===== config.mk =====
export PLATFORM = sky130hd
export DESIGN_NAME = decodificador_siete_segmentos
export DESIGN_NICKNAME = d
export VERILOG_FILES = /design/src/rtl/decodificador_siete_segmentos.sv
export SDC_FILE = /design/constraint.sdc
export NUM_CORES = 1
export LEC_CHECK = 0
export CAP_MARGIN = 20
export CORE_MARGIN = 2
export CORE_UTILIZATION = 65
export CTS_CLUSTER_DIAMETER = 120
export CTS_CLUSTER_SIZE = 25
export DETAILED_ROUTE_END_ITERATION = 6
export DONT_BUFFER_PORTS = 1
export PLACE_DENSITY = 0.83
export SLEW_MARGIN = 30
export SYNTH_ARGS = -nofsm -noshare
export SYNTH_HDL_FRONTEND = slang
export SYNTH_SLANG_ARGS = --single-unit

===== constraint.sdc =====
create_clock -name clk -period 4.66 [get_ports clk]
set_input_delay 0.699 -clock clk [delete_from_list [all_inputs] [get_ports clk]]
set_output_delay 0.699 -clock clk [all_outputs]
set_load 0.1 [all_outputs]

===== src/rtl/decodificador_siete_segmentos.sv =====
// Receive side of the six-digit binary seven-segment bus: decodes one digit per
// strobe and publishes the 6-bit value only when a complete, in-order frame arrives.
module decodificador_siete_segmentos #(
    parameter int unsigned TIMEOUT = 255
) (
    input  logic       clk,
    input  logic       rst,
    input  logic [6:0] entradaSegmentos,
    input  logic [2:0] entradaDigito,
    input  logic       entradaValida,
    output logic [5:0] salidaContador,
    output logic       salidaValida,
    output logic       salidaError,
    output logic [1:0] codigoError,
    output logic [7:0] contadorErrores
);

    typedef enum logic {
        ESPERA,
        CAPTURA
    } estado_t;

    localparam logic [6:0] PATRON_CERO = 7'b1000000;
    localparam logic [6:0] PATRON_UNO  = 7'b1111001;
    localparam logic [8:0] LIMITE      = 9'(TIMEOUT);

    localparam logic [1:0] COD_PATRON    = 2'b01;
    localparam logic [1:0] COD_SECUENCIA = 2'b10;
    localparam logic [1:0] COD_TIEMPO    = 2'b11;

    estado_t     estado_q, estado_d;
    logic [2:0]  n_q, n_d;
    logic [7:0]  inactivo_q, inactivo_d;
    logic [5:0]  sombra_q, sombra_d;
    logic [5:0]  salida_q, salida_d;
    logic        valida_q, valida_d;
    logic        error_q, error_d;
    logic [1:0]  codigo_q, codigo_d;
    logic [7:0]  errores_q, errores_d;

    logic        patron_ok;
    logic        bit_dec;
    logic        aborto;
    logic [1:0]  causa;
    logic        completo;

    assign patron_ok = (entradaSegmentos == PATRON_CERO) || (entradaSegmentos == PATRON_UNO);
    assign bit_dec   = (entradaSegmentos == PATRON_UNO);

    always_ff @(posedge clk) begin
        if (rst) begin
            estado_q   <= ESPERA;
            n_q        <= '0;
            inactivo_q <= '0;
            sombra_q   <= '0;
            salida_q   <= '0;
            valida_q   <= 1'b0;
            error_q    <= 1'b0;
            codigo_q   <= '0;
            errores_q  <= '0;
        end else begin
            estado_q   <= estado_d;
            n_q        <= n_d;
            inactivo_q <= inactivo_d;
            sombra_q   <= sombra_d;
            salida_q   <= salida_d;
            valida_q   <= valida_d;
            error_q    <= error_d;
            codigo_q   <= codigo_d;
            errores_q  <= errores_d;
        end
    end

    always_comb begin
        estado_d   = estado_q;
        n_d        = n_q;
        inactivo_d = inactivo_q;
        sombra_d   = sombra_q;
        aborto     = 1'b0;
        causa      = 2'b00;
        completo   = 1'b0;

        unique case (estado_q)
            ESPERA: begin
                inactivo_d = '0;
                // Non-zero indices are ignored so the block can lock onto a free-running bus.
                if (entradaValida && entradaDigito == 3'd0) begin
                    if (patron_ok) begin
                        sombra_d = {5'b0, bit_dec};
                        n_d      = 3'd1;
                        estado_d = CAPTURA;
                    end else begin
                        aborto = 1'b1;
                        causa  = COD_PATRON;
                    end
                end
            end
            CAPTURA: begin
                if (entradaValida) begin
                    inactivo_d = '0;
                    if (!patron_ok) begin
                        aborto   = 1'b1;
                        causa    = COD_PATRON;
                        n_d      = '0;
                        estado_d = ESPERA;
                    end else if (entradaDigito == n_q) begin
                        sombra_d[n_q] = bit_dec;
                        if (n_q == 3'd5) begin
                            completo = 1'b1;
                            n_d      = '0;
                            estado_d = ESPERA;
                        end else begin
                            n_d = n_q + 3'd1;
                        end
                    end else begin
                        aborto = 1'b1;
                        causa  = COD_SECUENCIA;
                        // An out-of-order digit 0 doubles as the start of a fresh frame.
                        if (entradaDigito == 3'd0) begin
                            sombra_d = {5'b0, bit_dec};
                            n_d      = 3'd1;
                        end else begin
                            n_d      = '0;
                            estado_d = ESPERA;
                        end
                    end
                end else if (LIMITE != 9'd0) begin
                    if ({1'b0, inactivo_q} + 9'd1 >= LIMITE) begin
                        aborto     = 1'b1;
                        causa      = COD_TIEMPO;
                        inactivo_d = '0;
                        n_d        = '0;
                        estado_d   = ESPERA;
                    end else begin
                        inactivo_d = inactivo_q + 8'd1;
                    end
                end
            end
            default: begin
                n_d      = '0;
                estado_d = ESPERA;
            end
        endcase
    end

    always_comb begin
        salida_d  = completo ? sombra_d : salida_q;
        valida_d  = completo;
        error_d   = aborto;
        codigo_d  = aborto ? causa : codigo_q;
        errores_d = errores_q;
        if (aborto && errores_q != 8'hFF) begin
            errores_d = errores_q + 8'd1;
        end
    end

    assign salidaContador  = salida_q;
    assign salidaValida    = valida_q;
    assign salidaError     = error_q;
    assign codigoError     = codigo_q;
    assign contadorErrores = errores_q;

endmodule

==> results of run 1 <==
## cells in the mapped netlist (all sizes together)
master   number
dfxtp        36
nor2         27
o21ai        27
nand3        13
nor2b        12
a21oi        11
nand2        10
clkbuf        9
a211oi        8
inv           7
mux2          7
nor3          7
and3          5
buf           5
mux2i         5
nor3b         5
xnor2         5
xor2          5
nand2b        4
a2bb2oi       3
and4          3
ha            3
nand4         3
o211ai        3
a21o          2
o2111a        2
or3           2
or4           2
a211o         1
a22oi         1
a311oi        1
a31oi         1
a41oi         1
and4b         1
and4bb        1
nand3b        1
nor4          1
o211a         1
o21a          1
o22ai         1
o2bb2ai       1
o41ai         1
## layout make-up
cell class	count	share of cell area
Clock buffer	5	0.0175
Tap cell	33	0.0192
Inverter	7	0.0122
Clock inverter	3	0.0419
Multi-Input combinational cell	188	0.567
Sequential cell	36	0.339
Timing Repair Buffer	1	0.00349
## state kept, by name (all words and copies together) (netlist names), 2 cells and up
| register | count |
|---|---|
| salidaContador | 6 |
| contadorErrores | 8 |
| codigoError | 2 |
| inactivo_q | 8 |
| sombra_q | 6 |
| n_q | 3 |
## layer usage
layer	global-route usage	wire length, µm
met1	0.339	1880
met2	0.425	1970
met3	0.0823	252
met4	0.0794	55
met5	0	0
## cells by family (layout without fill, tap and decap cells)
family,count (synthesis),after routing,synth area share
AND/OR/NAND/NOR,97,97,0.270
flip-flops,36,36,0.356
buffers and inverters,21,16,0.0426
multiplexers,12,12,0.0636
adder cells (fa/ha/maj),3,3,0.0185
XOR/XNOR,10,10,0.0432
AO/OA/AOI/OAI,66,66,0.207
## worst reg2reg max path: cells and delay by family (launching register included)
family	cells	cell delay [ns]
buffers and inverters	1	0.07
multiplexers	1	0.31
AO/OA/AOI/OAI	3	1.15
adder cells (fa/ha/maj)	1	0.30
flip-flops	1	0.43
AND/OR/NAND/NOR	1	0.05
## how the worst min path moves through the flow
stage	from	endpoint	depth (start not counted)
4_1_cts	rst	salidaContador[5]	1
3_5_place_dp	inactivo_q[0]	inactivo_q[0]	1
5_1_grt	rst	salidaContador[5]	1
6_report	rst	salidaContador[5]	1
3_3_place_gp	inactivo_q[0]	inactivo_q[0]	1
2_1_floorplan	inactivo_q[0]	inactivo_q[0]	1
## power breakdown
part	internal [mW]	switching, mW
combinational	0.00564	0.00886
clock	0.221	0.110
sequential	0.308	0.00683
total	0.535	0.125
## per-stage QoR
stage               utilization  hold WS, ns  std cells  total power [mW]  setup WS (ns)
finish                    0.716        0.394        273             0.660           2.26
global route              0.716        0.385        273             0.678           1.96
CTS                       0.715        0.383        273             0.665           2.13
detailed placement        0.673        0.481        265             0.337           2.05
global placement          0.671        0.470        265             0.336           2.06
floorplan                     -        0.453        245             0.338           2.23
==> flow_summary_export.csv, run 1 <==
group,metric,value,unit
critical_path,cp_slowest_cell,"a21oi_1",
global_routing,antenna_found_initial,0,
global_routing,grt_max_degree,38,
yosys,syn_area,0.00203,mm²
power,p_per_area,307,mW/mm²
clock_tree,cts.clk_slew.worst_paths,0.12,ns
cells_and_area,fillCellCount,250,
critical_path,crit_end,"contadorErrores[7]",
yosys,ys_seq_elements,36,
cells_and_area,multi_input_area,0.00122,mm²
critical_path,crit_path_start_kind,"register",
critical_path,rr_endpoint,"contadorErrores[7]",
place,place.gp.congestion,0.817,
sta,period_needed,2.40,ns
critical_path,r2r.worst_path.cells,7,
detailed_routing,vias_per_cell,6.37,
critical_path,worstPathRequired,4.91,ns
clock_tree,htree_levels,2,
critical_path,worst-path-stages,7,
yosys,postSynthAreaPerCell,8.27,µm²
cells_and_area,layout_common_cells,"dfxtp_1 (30), nor2_1 (27), o21ai_0 (23), nand3_1 (13), nor2b_1 (12)",
global_routing,first_global_vias,1609,
clock_tree,cts_repair_resize_count,0,
power,peakVddDrop,0.224,mV
yosys,yosysWarnings,0,
yosys,yosys.area.top_type_share,0.356,
critical_path,path_cells,"inv_1, ha_1, nor2_1, o2111a_1, a21oi_1, o21ai_0, mux2_2",
place,dpl_cell_area,0.00202,mm²
clock_tree,cts_tree,"yes",
detailed_routing,wl_per_cell,15.2,µm
cells_and_area,seq_area,728,µm²
min_path,hp-class,"input port to register",
floorplan,num_rows,20,
cells_and_area,final_nets,255,
floorplan,core-area,0.00300,mm²
yosys,yosys.area.top_type,"dfxtp_1",
floorplan,start_util,0.675,
yosys,yosysSeqAreaShare,0.356,
critical_path,r2r_setup_slack,2.26,ns
sta,fmax,417,MHz
global_routing,overflow,0,
critical_path,startpoint,"inactivo_q[0]",
run_status,status,"finished, final reports clean",
sta,hold_viol,0,
global_routing,grt_pass1_wl,7220,µm
cells_and_area,syn2layout_area_growth,6.11,%
sta,setup_tns,0,ns
detailed_routing,vias,1738,
floorplan,dieArea,0.00358,mm²
job,max_cap_viol_count,0,
critical_path,crit_arrival,2.65,ns
clock_tree,cts_num_sinks,36,
clock_tree,cts_buffer_depth,2,
sta,skew,0.00832,ns
critical_path,crit_type,"register to register",
sta,rsz0062_at_grt,"no",
clock_tree,cts_root_buffer,"clkbuf_4",
cells_and_area,layout-drive-gt1-share,0.121,
cells_and_area,layout_commonest_cell,"dfxtp_1",
cells_and_area,antenna_cells,0,
detailed_routing,drt_first_iter_violations,57,
clock_tree,hold_buffers,0,
clock_tree,clk_latency,0.36,ns
detailed_routing,drc,0,
place,dp_hpwl,3030,µm
critical_path,critical_path.top_delay_family,"compound AO/OA/AOI/OAI gates",
critical_path,endpoint_kind,"register",
sta,worstMarginPinSlew,1.02,ns
place,port_buffers,0,
critical_path,worst-path-buf-inv,1,
critical_path,max_stage_delay,0.66,ns
floorplan,chipWidth,59.8,µm
detailed_routing,detail-route-antenna-nets,0,
sta,final-max-slew-violation-count,0,
yosys,synth_cell_types,47,
power,p_leak,0.757,nW
sta,fin_crit_sh,0.515,
yosys,syn_inst,245,
sta,setup_viol,0,
critical_path,path_max_fanout,12,
critical_path,r2r-start,"inactivo_q[0]",
cells_and_area,final_cell_area,0.00215,mm²
clock_tree,cts-buffers-inserted,5,
clock_tree,post-cts-setup-buffers,0,
floorplan,io_pins,31,
sta,maxSlewHeadroom,0.318,
yosys,synthTopCellsByArea,"dfxtp_1 (36%), o21ai_0 (5.9%), nor2_1 (5.0%)",
detailed_routing,drt-total-wl,4160,µm
global_routing,track_usage,0.264,
detailed_routing,first_pass_iters,4,
floorplan,fp.dieH,59.8,µm
yosys,postSynthNetCount,261,
Note: power is estimated with default switching activity, not from simulation.
==> inputs of run 2 (changes only) <==
CORE_UTILIZATION = 62   (was 65)
PLACE_DENSITY = 0.8   (was 0.83)
clock period = 2.5 ns   (was 4.66 ns; I/O delays follow)
==> flow_summary_export.csv, run 2 (same netlist as run 1, synthesis figures left out) <==
group,metric,value,unit
cells_and_area,syn2layout_area_growth,11.1,%
run_status,status,"finished, final reports clean",
floorplan,num_rows,20,
global_routing,track_usage,0.261,
global_routing,overflow,0,
detailed_routing,drt_first_iter_violations,142,
floorplan,chipWidth,61.2,µm
place,place.gp.congestion,0.861,
sta,setup_viol,0,
critical_path,crit_type,"register to register",
detailed_routing,drt-total-wl,4530,µm
critical_path,endpoint_kind,"register",
sta,hold_viol,0,
sta,postLayoutSetupSlackWorst,0.291,ns
clock_tree,cts_root_buffer,"clkbuf_4",
sta,skew,0.0112,ns
power,p_per_area,457,mW/mm²
clock_tree,hold_buffers,0,
detailed_routing,wl_per_cell,15.0,µm
clock_tree,post-cts-setup-buffers,0,
power,p_leak,0.829,nW
clock_tree,cts_repair_resize_count,0,
clock_tree,cts_buffer_depth,2,
detailed_routing,drc,0,
sta,maxSlewHeadroom,0.360,
critical_path,path_max_fanout,8,
min_path,hp-class,"input port to register",
sta,setup_tns,0,ns
floorplan,io_pins,31,
clock_tree,cts.clk_slew.worst_paths,0.12,ns
floorplan,fp.dieH,61.2,µm
sta,rsz0062_at_grt,"no",
detailed_routing,vias_per_cell,6.12,
cells_and_area,utilization,0.732,
cells_and_area,layout-drive-gt1-share,0.162,
critical_path,crit_arrival,2.45,ns
global_routing,first_global_vias,1634,
sta,fmax,453,MHz
global_routing,antenna_found_initial,0,
cells_and_area,layout_commonest_cell,"dfxtp_1",
cells_and_area,layout_common_cells,"dfxtp_1 (36), nor2_1 (27), o21ai_0 (24), buf_4 (20), nand3_1 (13)",
floorplan,start_util,0.659,
detailed_routing,detail-route-antenna-nets,0,
cells_and_area,final_nets,274,
critical_path,path_cells,"ha_1, nand3_1, o41ai_1, a21oi_1, buf_4, o21ai_1, mux2_2",
place,pre_cts_ws,0.301,ns
critical_path,max_stage_delay,0.43,ns
place,port_buffers,0,
clock_tree,cts-buffers-inserted,5,
detailed_routing,first_pass_iters,4,
sta,worstMarginPinSlew,0.959,ns
clock_tree,cts_num_sinks,36,
critical_path,crit_path_start_kind,"register",
global_routing,grt_pass1_wl,7280,µm
critical_path,cp_slowest_cell,"dfxtp_1",
power,peakVddDrop,0.330,mV
place,dp_hpwl,3180,µm
sta,period_needed,2.21,ns
sta,fin_crit_sh,0.884,
global_routing,grt_max_degree,38,
sta,final-max-slew-violation-count,0,
clock_tree,htree_levels,2,
cells_and_area,antenna_cells,0,
clock_tree,clk_latency,0.34,ns
job,max_cap_viol_count,0,
floorplan,dieArea,0.00374,mm²
clock_tree,cts_tree,"yes",
critical_path,worstPathRequired,2.74,ns
detailed_routing,vias,1854,
floorplan,core-area,0.00308,mm²
==> run 2: cell types whose count changed in the layout (fill, tap and decap cells not counted), sizes merged <==
cell      previous run  this run
buf                  1        20
bufinv               3         1
clkinv               0         1
clkinvlp             0         1
==> run 2: where the power goes <==
part	switching, mW	internal (mW)	total [mW]
registers	0.00266	0.575	0.578
clock network	0.202	0.209	0.411
logic	0.0270	0.0130	0.0400
==> run 2: area by class of cell <==
class | instances | area (µm²)
Inverter | 7 | 26.3
Clock inverter | 3 | 42.5
Clock buffer | 5 | 37.5
Multi-Input combinational cell | 188 | 1220
Sequential cell | 36 | 721
Timing Repair Buffer | 20 | 150
Tap cell | 44 | 55.1
Fill cell | 251 | 826
==> run 2: worst max-delay path: cells and delay by family, from the launching register on <==
kind                     cells  cell delay, ns
multiplexers                 1            0.36
AND/OR/NAND/NOR              1            0.17
AO/OA/AOI/OAI                3            0.75
buffers and inverters        1            0.19
flip-flops                   1            0.43
adder cells (fa/ha/maj)      1            0.21
==> run 2: worst paths after layout <==
path	from	to	slack, ns	depth (start not counted)
hold / removal	rst	salidaValida	0.09	1
setup / recovery	inactivo_q[0]	contadorErrores[0]	0.29	7
setup reg to reg	inactivo_q[0]	contadorErrores[0]	0.29	7
hold reg to reg	salidaContador[5]	salidaContador[5]	0.49	2
==> run 2: metrics by stage <==
step           cells  hold slack (ns)  power, mW  instance area [µm²]
2_1_floorplan    245            0.453      0.630                 2030
6_report         303           0.0855       1.03                 2250
4_1_cts          303           0.0716       1.04                 2250
3_3_place_gp     295            0.450      0.629                 2170
3_5_place_dp     295            0.450      0.630                 2170
5_1_grt          303           0.0646       1.06                 2250
==> run 2: routing by layer <==
metal  global-route usage  up-vias  wire (µm)
li1                     -      916          -
met1                0.349      865       2030
met2                0.404       64       2090
met3               0.0777        9        335
met4               0.0839        0         71
met5                    0        -          0
==> inputs of run 3 (changes only) <==
CELL_PAD_IN_SITES_DETAIL_PLACEMENT = 0   (was default)
CELL_PAD_IN_SITES_GLOBAL_PLACEMENT = 2   (was default)
CORE_UTILIZATION = 37   (was 62)
==> flow_summary_export.csv, run 3 (same netlist as run 1, synthesis figures left out) <==
group,metric,value,unit
global_routing,first_global_vias,1644,
global_routing,overflow,0,
critical_path,max_stage_delay,0.41,ns
cells_and_area,multi_input_area,0.00122,mm²
sta,rsz0062_at_grt,"no",
detailed_routing,wl_met3,195,µm
detailed_routing,detail-route-antenna-nets,0,
critical_path,crit_path_start_kind,"register",
detailed_routing,drc,0,
sta,period_needed,2.15,ns
sta,fmax,466,MHz
global_routing,antenna_found_initial,0,
detailed_routing,vias,1775,
global_routing,grt_pass1_wl,7930,µm
floorplan,io_pins,31,
detailed_routing,drt-total-wl,4640,µm
critical_path,cp_slowest_cell,"dfxtp_1",
cells_and_area,seq_area,721,µm²
sta,fin_crit_sh,0.859,
critical_path,endpoint_kind,"register",
sta,setup_tns,0,ns
detailed_routing,wl_per_cell,14.1,µm
critical_path,crit_type,"register to register",
clock_tree,hold_buffers,0,
global_routing,track_usage,0.164,
cells_and_area,final_nets,276,
cells_and_area,layout_common_cells,"dfxtp_1 (36), nor2_1 (27), o21ai_0 (24), buf_4 (22), nand3_1 (13)",
critical_path,r2r-start,"inactivo_q[0]",
cells_and_area,utilization,0.445,
sta,final-max-slew-violation-count,0,
clock_tree,cts-buffers-inserted,5,
place,place.gp.congestion,0.741,
critical_path,r2r_setup_slack,0.35,ns
clock_tree,clk_latency,0.28,ns
floorplan,chipWidth,78.0,µm
critical_path,r2r.worst_path.cells,7,
cells_and_area,antenna_cells,0,
run_status,status,"finished, final reports clean",
cells_and_area,layout_commonest_cell,"dfxtp_1",
place,dp_hpwl,3420,µm
sta,hold_viol,0,
detailed_routing,met2WireLength,2060,µm
place,port_buffers,0,
critical_path,crit_arrival,2.32,ns
detailed_routing,first_pass_iters,4,
clock_tree,cts.clk_slew.worst_paths,0.07,ns
detailed_routing,vias_per_cell,5.38,
critical_path,worstPathRequired,2.68,ns
min_path,whs_path_depth,1,
place,dpl_cell_area,0.00222,mm²
global_routing,grt_max_degree,38,
sta,hold_slack,0.161,ns
cells_and_area,syn2layout_area_growth,14.3,%
critical_path,rr_endpoint,"contadorErrores[4]",
min_path,hp-class,"input port to register",
critical_path,critical_path.top_delay_family,"compound AO/OA/AOI/OAI gates",
cells_and_area,fillCellCount,547,
clock_tree,cts_tree,"yes",
min_path,hp-start,"rst",
power,p_leak,0.849,nW
detailed_routing,drt_first_iter_violations,97,
detailed_routing,wl_met1,2330,µm
floorplan,dieArea,0.00609,mm²
critical_path,path_max_fanout,12,
min_path,holdPathEnd,"n_q[2]",
clock_tree,post-cts-setup-buffers,0,
clock_tree,cts_root_buffer,"clkbuf_8",
sta,worstMarginPinSlew,0.939,ns
job,max_cap_viol_count,0,
floorplan,num_rows,26,
sta,skew,0.00281,ns
clock_tree,cts_buffer_depth,2,
floorplan,start_util,0.389,
critical_path,path_cells,"ha_1, nand3_1, o41ai_1, a21oi_1, buf_4, o21ai_0, mux2_2",
sta,maxSlewHeadroom,0.373,
detailed_routing,top_layer,"met4",
clock_tree,cts_num_sinks,36,
cells_and_area,final_cell_area,0.00232,mm²
floorplan,core-area,0.00520,mm²
floorplan,fp.dieH,78.0,µm
sta,setup_viol,0,
cells_and_area,layout-drive-gt1-share,0.165,
clock_tree,htree_levels,2,
power,p_per_area,461,mW/mm²
power,peakVddDrop,0.196,mV
critical_path,worst-path-buf-inv,1,
clock_tree,cts_repair_resize_count,0,
[run 3: how the worst max path moves through the flow]
| stage | slack, ns | depth (start not counted) | to | from |
|---|---|---|---|---|
| 2_1_floorplan | 0.07 | 6 | contadorErrores[7] | contadorErrores[2] |
| 3_3_place_gp | 0.42 | 8 | contadorErrores[3] | inactivo_q[0] |
| 6_report | 0.35 | 7 | contadorErrores[4] | inactivo_q[0] |
| 5_1_grt | 0.20 | 7 | contadorErrores[4] | inactivo_q[0] |
| 3_5_place_dp | 0.36 | 7 | contadorErrores[0] | inactivo_q[0] |
| 4_1_cts | 0.36 | 7 | contadorErrores[0] | inactivo_q[0] |
[run 3: final cells by class]
type | count | area share
Multi-Input combinational cell | 188 | 0.527
Sequential cell | 36 | 0.311
Timing Repair Buffer | 22 | 0.0713
Clock buffer | 7 | 0.0416
Tap cell | 70 | 0.0378
Inverter | 7 | 0.0113
[run 3: routing by layer]
metal | GRT usage | vias to the layer above
met4 | 0.0632 | 0
met5 | 0 | -
met2 | 0.262 | 30
met1 | 0.220 | 821
li1 | - | 919
met3 | 0.0299 | 5
[run 3: report_power, final]
group / leakage (nW) / internal (mW) / total [mW] / switching (mW)
sequential: 0.290 / 0.575 / 0.577 / 0.00285
combinational: 0.509 / 0.0136 / 0.0403 / 0.0267
clock: 0.0503 / 0.246 / 0.450 / 0.205
[run 3: through the flow]
stage,power [mW],instances,setup slack [ns]
2_1_floorplan,0.630,245,0.0737
3_3_place_gp,0.631,323,0.416
3_5_place_dp,0.631,323,0.363
4_1_cts,1.09,330,0.359
5_1_grt,1.11,330,0.204
6_report,1.07,330,0.352
